### src/rtl/cu_pkg.sv
// Shared encodings for the control unit: state codes, opcodes, ctrl strobe
// bit positions and ALU function selects.
package cu_pkg;

    typedef enum logic [3:0] {
        S_FETCH_ADDR = 4'd0,
        S_FETCH_WAIT = 4'd1,
        S_FETCH_IR   = 4'd2,
        S_DECODE     = 4'd3,
        S_EXEC_ALU   = 4'd4,
        S_WRITEBACK  = 4'd5,
        S_ST_DATA    = 4'd6,
        S_MEM_ADDR   = 4'd7,
        S_MEM_WAIT   = 4'd8,
        S_LD_WB      = 4'd9,
        S_BRANCH     = 4'd10,
        S_HALT       = 4'd11,
        S_FAULT      = 4'd12
    } state_t;

    localparam logic [3:0] OP_ADD  = 4'h0;
    localparam logic [3:0] OP_SUB  = 4'h1;
    localparam logic [3:0] OP_AND  = 4'h2;
    localparam logic [3:0] OP_OR   = 4'h3;
    localparam logic [3:0] OP_LD   = 4'h4;
    localparam logic [3:0] OP_ST   = 4'h5;
    localparam logic [3:0] OP_BZ   = 4'h6;
    localparam logic [3:0] OP_JMP  = 4'h7;
    localparam logic [3:0] OP_HALT = 4'hF;

    localparam int C_LMAR    = 0;
    localparam int C_LPC     = 1;
    localparam int C_LIR     = 2;
    localparam int C_LMDR    = 3;
    localparam int C_LDX     = 4;
    localparam int C_LDY     = 5;
    localparam int C_LT      = 6;
    localparam int C_TPC     = 7;
    localparam int C_TT      = 8;
    localparam int C_TMDR2X  = 9;
    localparam int C_TMDREXT = 10;
    localparam int C_RMDRI   = 11;
    localparam int C_RMARX   = 12;
    localparam int C_RDR     = 13;
    localparam int C_WRR     = 14;
    localparam int C_TP      = 15;

    // ALU opcodes 0-3 map straight onto these through ir[14:12].
    localparam logic [2:0] FN_ADD = 3'd0;
    localparam logic [2:0] FN_SUB = 3'd1;
    localparam logic [2:0] FN_AND = 3'd2;
    localparam logic [2:0] FN_OR  = 3'd3;

    function automatic logic is_wait(state_t s);
        return (s == S_FETCH_WAIT) || (s == S_MEM_WAIT);
    endfunction

endpackage

### src/rtl/cu_wait_timer.sv
// Memory-wait cycle counter: cleared outside wait states, counts while in one,
// flags the last permitted cycle.
module cu_wait_timer #(
    parameter int TIMEOUT_CYC = 15
) (
    input  logic clk,
    input  logic rst,
    input  logic clr,
    input  logic en,
    output logic expired
);
    localparam int W = $clog2(TIMEOUT_CYC + 1);

    logic [W-1:0] count;

    always_ff @(posedge clk or negedge rst) begin
        if (!rst)
            count <= '0;
        else if (clr)
            count <= '0;
        else if (en && !expired)
            count <= count + 1'b1;
    end

    assign expired = en && (count == W'(TIMEOUT_CYC - 1));

endmodule

### src/rtl/control_unit.sv
// Microsequencer for the 16-bit datapath: Moore FSM decoding ctrl strobes,
// register addresses and memory requests from the state and ir.
module control_unit
    import cu_pkg::*;
#(
    parameter int TIMEOUT_CYC = 15
) (
    input  logic        clk,
    input  logic        rst,
    input  logic [15:0] ir,
    input  logic [3:0]  flags,
    input  logic        mem_ready,
    output logic [15:0] ctrl,
    output logic [2:0]  pa,
    output logic [2:0]  wpa,
    output logic [2:0]  fnsel,
    output logic        mem_rd,
    output logic        mem_wr,
    output logic        halted,
    output logic        fault,
    output logic [3:0]  state
);
    state_t state_q, state_d;
    logic   expired;

    wire [3:0] opcode = ir[15:12];
    wire [2:0] rd     = ir[11:9];
    wire [2:0] rs     = ir[8:6];
    wire       z      = flags[1];
    wire       unused = ^{flags[3:2], flags[0], ir[5:0]};

    cu_wait_timer #(.TIMEOUT_CYC(TIMEOUT_CYC)) u_timer (
        .clk     (clk),
        .rst     (rst),
        .clr     (!is_wait(state_q)),
        .en      (is_wait(state_q)),
        .expired (expired)
    );

    always_ff @(posedge clk or negedge rst) begin
        if (!rst)
            state_q <= S_FETCH_ADDR;
        else
            state_q <= state_d;
    end

    always_comb begin
        state_d = state_q;
        unique case (state_q)
            S_FETCH_ADDR: state_d = S_FETCH_WAIT;
            S_FETCH_WAIT: begin
                if (mem_ready)    state_d = S_FETCH_IR;
                else if (expired) state_d = S_FAULT;
            end
            S_FETCH_IR:   state_d = S_DECODE;
            S_DECODE: begin
                case (opcode)
                    OP_ADD, OP_SUB, OP_AND, OP_OR: state_d = S_EXEC_ALU;
                    OP_LD:   state_d = S_MEM_ADDR;
                    OP_ST:   state_d = S_ST_DATA;
                    OP_BZ:   state_d = z ? S_BRANCH : S_FETCH_ADDR;
                    OP_JMP:  state_d = S_BRANCH;
                    OP_HALT: state_d = S_HALT;
                    default: state_d = S_FAULT;
                endcase
            end
            S_EXEC_ALU:   state_d = S_WRITEBACK;
            S_WRITEBACK:  state_d = S_FETCH_ADDR;
            S_ST_DATA:    state_d = S_MEM_ADDR;
            S_MEM_ADDR:   state_d = S_MEM_WAIT;
            S_MEM_WAIT: begin
                if (mem_ready)    state_d = (opcode == OP_LD) ? S_LD_WB : S_FETCH_ADDR;
                else if (expired) state_d = S_FAULT;
            end
            S_LD_WB:      state_d = S_FETCH_ADDR;
            S_BRANCH:     state_d = S_FETCH_ADDR;
            S_HALT:       state_d = S_HALT;
            S_FAULT:      state_d = S_FAULT;
            default:      state_d = S_FAULT;
        endcase
    end

    // Outputs are forced low while reset is held, not just after the edge.
    always_comb begin
        ctrl   = '0;
        pa     = '0;
        wpa    = '0;
        fnsel  = '0;
        mem_rd = 1'b0;
        mem_wr = 1'b0;
        halted = 1'b0;
        fault  = 1'b0;
        state  = '0;
        if (rst) begin
            state = state_q;
            unique case (state_q)
                S_FETCH_ADDR: begin
                    ctrl[C_TPC]  = 1'b1;
                    ctrl[C_LMAR] = 1'b1;
                end
                S_FETCH_WAIT: begin
                    mem_rd        = 1'b1;
                    ctrl[C_RMDRI] = 1'b1;
                    ctrl[C_LMDR]  = mem_ready;
                end
                S_FETCH_IR: begin
                    ctrl[C_TMDR2X] = 1'b1;
                    ctrl[C_LIR]    = 1'b1;
                    ctrl[C_TP]     = 1'b1;
                    ctrl[C_LPC]    = 1'b1;
                end
                S_DECODE: begin
                    pa          = rd;
                    ctrl[C_RDR] = 1'b1;
                    ctrl[C_LDX] = 1'b1;
                end
                S_EXEC_ALU: begin
                    pa          = rs;
                    fnsel       = ir[14:12];
                    ctrl[C_RDR] = 1'b1;
                    ctrl[C_LDY] = 1'b1;
                    ctrl[C_LT]  = 1'b1;
                end
                S_WRITEBACK: begin
                    wpa         = rd;
                    ctrl[C_TT]  = 1'b1;
                    ctrl[C_WRR] = 1'b1;
                end
                S_ST_DATA:    ctrl[C_LMDR] = 1'b1;
                S_MEM_ADDR: begin
                    pa           = rs;
                    ctrl[C_RDR]  = 1'b1;
                    ctrl[C_LMAR] = 1'b1;
                end
                S_MEM_WAIT: begin
                    if (opcode == OP_LD) begin
                        mem_rd        = 1'b1;
                        ctrl[C_RMDRI] = 1'b1;
                        ctrl[C_LMDR]  = mem_ready;
                    end else begin
                        mem_wr = 1'b1;
                    end
                end
                S_LD_WB: begin
                    wpa            = rd;
                    ctrl[C_TMDR2X] = 1'b1;
                    ctrl[C_WRR]    = 1'b1;
                end
                S_BRANCH: begin
                    ctrl[C_TMDREXT] = 1'b1;
                    ctrl[C_LPC]     = 1'b1;
                end
                S_HALT:  halted = 1'b1;
                S_FAULT: fault  = 1'b1;
                default: fault  = 1'b1;
            endcase
        end
    end

endmodule

### config.mk
export PLATFORM = sky130hd
export DESIGN_NAME = control_unit
export DESIGN_NICKNAME = d
export VERILOG_FILES = /design/src/rtl/cu_pkg.sv /design/src/rtl/cu_wait_timer.sv /design/src/rtl/control_unit.sv
export SDC_FILE = /design/constraint.sdc
export NUM_CORES = 1
export LEC_CHECK = 0
export ABC_AREA = 0
export CAP_MARGIN = 5
export CELL_PAD_IN_SITES_DETAIL_PLACEMENT = 1
export CELL_PAD_IN_SITES_GLOBAL_PLACEMENT = 1
export CORE_ASPECT_RATIO = 1.4
export CORE_MARGIN = 5
export CORE_UTILIZATION = 24
export DETAILED_ROUTE_END_ITERATION = 10
export GPL_TIMING_DRIVEN = 0
export HOLD_SLACK_MARGIN = 0.08
export PLACE_DENSITY = 0.84
export SKIP_LAST_GASP = 1
export SLEW_MARGIN = 5
export SYNTH_ARGS = -nofsm -noshare
export SYNTH_HDL_FRONTEND = slang
export SYNTH_SLANG_ARGS = --single-unit
### constraint.sdc
create_clock -name clk -period 2.4 [get_ports clk]
set_input_delay 0.48 -clock clk [delete_from_list [all_inputs] [get_ports clk]]
set_output_delay 0.48 -clock clk [all_outputs]
set_load 0.05 [all_outputs]
==> results.tsv <==
metric	value	unit
vias	1140	
Residual DRC	0	
CTS max path bufs	2	
CTS tree	yes	
Post-Synth Simple-Gate Area	0.379	
num ports	56	
routed len/inst	16.7	um
H-Tree Depth	1	
Port Buffers	44	
Critical Path Source	ir[15]	
portion of netlist area occupied by mux cells	0	
DIE AREA	0.00510	sq mm
chip width	61.8	um
max cap viols	0	
initial core utilization	0.247	
CP max-delay cell	or4b_4	
Worst R2R Path Depth	6	
CP startpoint kind	input pin	
mean post-synth cell area	7.15	sq um
cell with the most instances on the worst path	buf_8	
Clock transition at path regs	0.04	ns
drt initial violations	34	
area leader, netlist	dfrtp_1	
Final Hold Fails	0	
nets	206	
routability cong.	0.846	
total power draw	0.00164	W
Yosys top cell area share	0.222	
Worst Tran Pin Value	0.528	ns
delay-heaviest family, CP	simple AND/OR/NAND/NOR gates	
first-pass GRT wire length	5770	um
complex-gate fraction of the synthesized area	0.224	
Clock Latency Late Sink	0.23	ns
Pre-antenna DRT Iters	4	
Logic pwr share	0.761	
# rows	26	
share of cells above drive strength 1	0.358	
Sw Ratio	0.580	
crit path to	ctrl[11]	
Synth Flop Type	dfrtp_1	
RSZ-0062 raised after global routing	yes	
Worst Setup Path Type	in2out	
crit-path cells	buf_8 > or4b_4 > nor2_4 > nand2_2 > a211oi_4 > buf_4 > buf_8	
initial antenna violation count	0	
mapped cell area	901	sq um
run status	finished clean	
Critical R2R Capture	state_q[0]$_DFF_PN0_	
data required time of the critical path	1.92	ns
Placed Instances	212	
Crit Path Max Fanout	3	
Post-synth ARST share	1.00	
Flop pwr share	0.142	
final number of setup-violating endpoints	0	
LEAKAGE	0.683	nW
adder-cell share of the synthesized area	0.0278	
clock tree root buffer cell	clkbuf_8	
final WL	3680	um
Synth Warn #	0	
FMAX	418	MHz
clock share of power	0.097	
CP max stage delay	0.58	ns
sequential element share of the synthesized area	0.222	
Non-Filler Instances	221	
Synth Area in XOR/XNOR	0.0389	
Mapped Cells	126	
#FFs+latches synth	8	
Critical path buffers and inverters	3	
EDFF count, synth	0	
CTS Buf Count	3	
largest family of logic cells by synthesized area	simple AND/OR/NAND/NOR gates	
DP Wirelength	2810	um
drt via density	5.16	
Core ar.	0.00364	sq mm
Slew HR	0.649	
Die H	82.5	um
worst vdd ir	0.720	mV
Synth cell types	44	
area delta synth->final	69.7	%
pin count of the biggest net entering global routing	16	
r2r startpoint	u_timer.count[0]$_DFFE_PN0P_	
Final min period	2.39	ns
number of global-route vias before repair	1248	
Area contributors post-synth	dfrtp_1 (22%), nor2_1 (6.7%), and2_1 (6.3%), nor3_1 (5.0%), nand2_1 (5.0%)	
Final Max Slew Viols	0	
CP Depth	7	
R2R setup slack	0.68	ns
Mapped Nets	151	
grt ovf	0	
PwrDens	1070	mW/mm^2
Fill cells	458	
Worst Path Arrival	1.91	ns
CTS Sinks	8	
clk_skew	0.00169	ns
P_int	0.000689	W
ant diodes	0	
post-route ant nets	0	
fin crit share	0.998	
NetSw	0.000954	W
CP endpoint kind	primary output	
global-route usage over all layers	0.148	
worst min-delay path class	in2async	
-- cell type report --
cell class | count | area (sq um) | area share
multi-input combinational | 100 | 663 | 0.434
timing repair buffer | 50 | 468 | 0.306
sequential | 8 | 200 | 0.131
buffer | 12 | 81.3 | 0.0532
tap | 42 | 52.6 | 0.0344
clock buffer | 3 | 41.3 | 0.0270
inverter | 6 | 22.5 | 0.0147
-- power by group through the flow --
stage | Combinational [W] | Clock, W | Sequential [W]
after floorplan | 0.000879 | 0 | 0.000217
final | 0.00125 | 0.000159 | 0.000234
after CTS | 0.00122 | 0.000161 | 0.000229
after global routing | 0.00134 | 0.000173 | 0.000243
after global placement | 0.00121 | 0 | 0.000225
after detailed placement | 0.00123 | 0 | 0.000230
-- kinds of logic (layout without fill, tap and decap cells) --
| kind of cell | Yosys count | count (layout) |
|---|---|---|
| flops | 8 | 8 |
| buf+inv | 18 | 71 |
| compound gates | 28 | 28 |
| simple gates | 65 | 65 |
| other cells | 1 | 1 |
| xor+xnor | 4 | 4 |
| fa+ha+maj | 2 | 2 |
-- state kept, by name (all words and copies together), names as in the netlist --
| register | cells |
|---|---|
| state_q | 4 |
| u_timer.count | 4 |
-- cells in the mapped netlist (all sizes together), types with 2 or more instances --
cell type and number:
a211oi 2, a21oi 6, a22oi 2, a31oi 3
and2 9, and3 2, buf 7, clkbuf 5
dfrtp 8, ha 2, inv 6, nand2 12
nand3 3, nand4 2, nor2 17, nor3 9
nor3b 4, nor4 3, o21ai 2, o31ai 3
xnor2 3
-- worst min path at each step --
stage / start / slack [ns] / end / depth (start not counted)
after CTS: rst / 0.15 / u_timer.count[2]$_DFFE_PN0P_ / 1
after detailed placement: u_timer.count[3]$_DFFE_PN0P_ / 0.57 / u_timer.count[3]$_DFFE_PN0P_ / 2
after global routing: rst / 0.13 / u_timer.count[2]$_DFFE_PN0P_ / 1
final: rst / 0.13 / u_timer.count[2]$_DFFE_PN0P_ / 1
after floorplan: rst / 0.18 / state_q[0]$_DFF_PN0_ / 0
after global placement: u_timer.count[3]$_DFFE_PN0P_ / 0.56 / u_timer.count[3]$_DFFE_PN0P_ / 2
-- stage by stage --
stage / area, sq um / hold slack [ns] / setup WS (ns) / util / setup TNS (ns)
after floorplan: 942 / 0.184 / -0.193 / - / -0.222
after global routing: 1530 / 0.127 / -0.0485 / 0.420 / -0.0776
after global placement: 1440 / 0.561 / -1.10 / 0.394 / -24.81
after CTS: 1490 / 0.146 / -0.0302 / 0.409 / -0.0302
after detailed placement: 1440 / 0.573 / -1.13 / 0.394 / -25.99
final: 1530 / 0.126 / 0.00530 / 0.420 / 0
-- worst reg2reg max path, cell delays in order (launching register included) --
cell and delay (ns):
dfrtp_1 0.44, inv_1 0.09, ha_1 0.18, nand3_1 0.25
a21oi_1 0.24, nor2_1 0.06, a311o_2 0.35
-- routing by layer --
| layer | share of wire | track usage |
|---|---|---|
| met2 | 0.57 | 0.281 |
| met1 | 0.38 | 0.165 |
| met3 | 0.040 | 0.0140 |
| met5 | 0 | 0 |
| met4 | 0.018 | 0.0488 |
-- repair_timing --
action	in CTS	in global routing
hold buffers	0	0
setup endpoints to repair	32	19
cloned	0	0
setup buffers	3	3
gates resized for setup	104	41
pin swaps	3	4
-- cells in the final DEF, fill, tap and decap left out, types with 2 or more instances in the layout --
cell             count
clkdlybuf4s50_1      9
a31oi_1              3
and3_1               2
buf_4               10
nand3_1              3
clkdlybuf4s15_2     11
inv_1                5
and2_1               9
buf_8                4
a21oi_1              6
nand4_1              2
o31ai_1              3
buf_2                4
nor3_1               8
dfrtp_1              8
clkbuf_8             3
dlygate4sd2_1        5
nor2_2               2
nand2_1             10
clkbuf_4             4
nor3b_1              3
nand2_2              2
buf_6                3
xnor2_1              3
a22oi_1              2
nor2_1              14
clkbuf_2            10
ha_1                 2
nor4_2               2
Power figures use the tool's default switching activity.
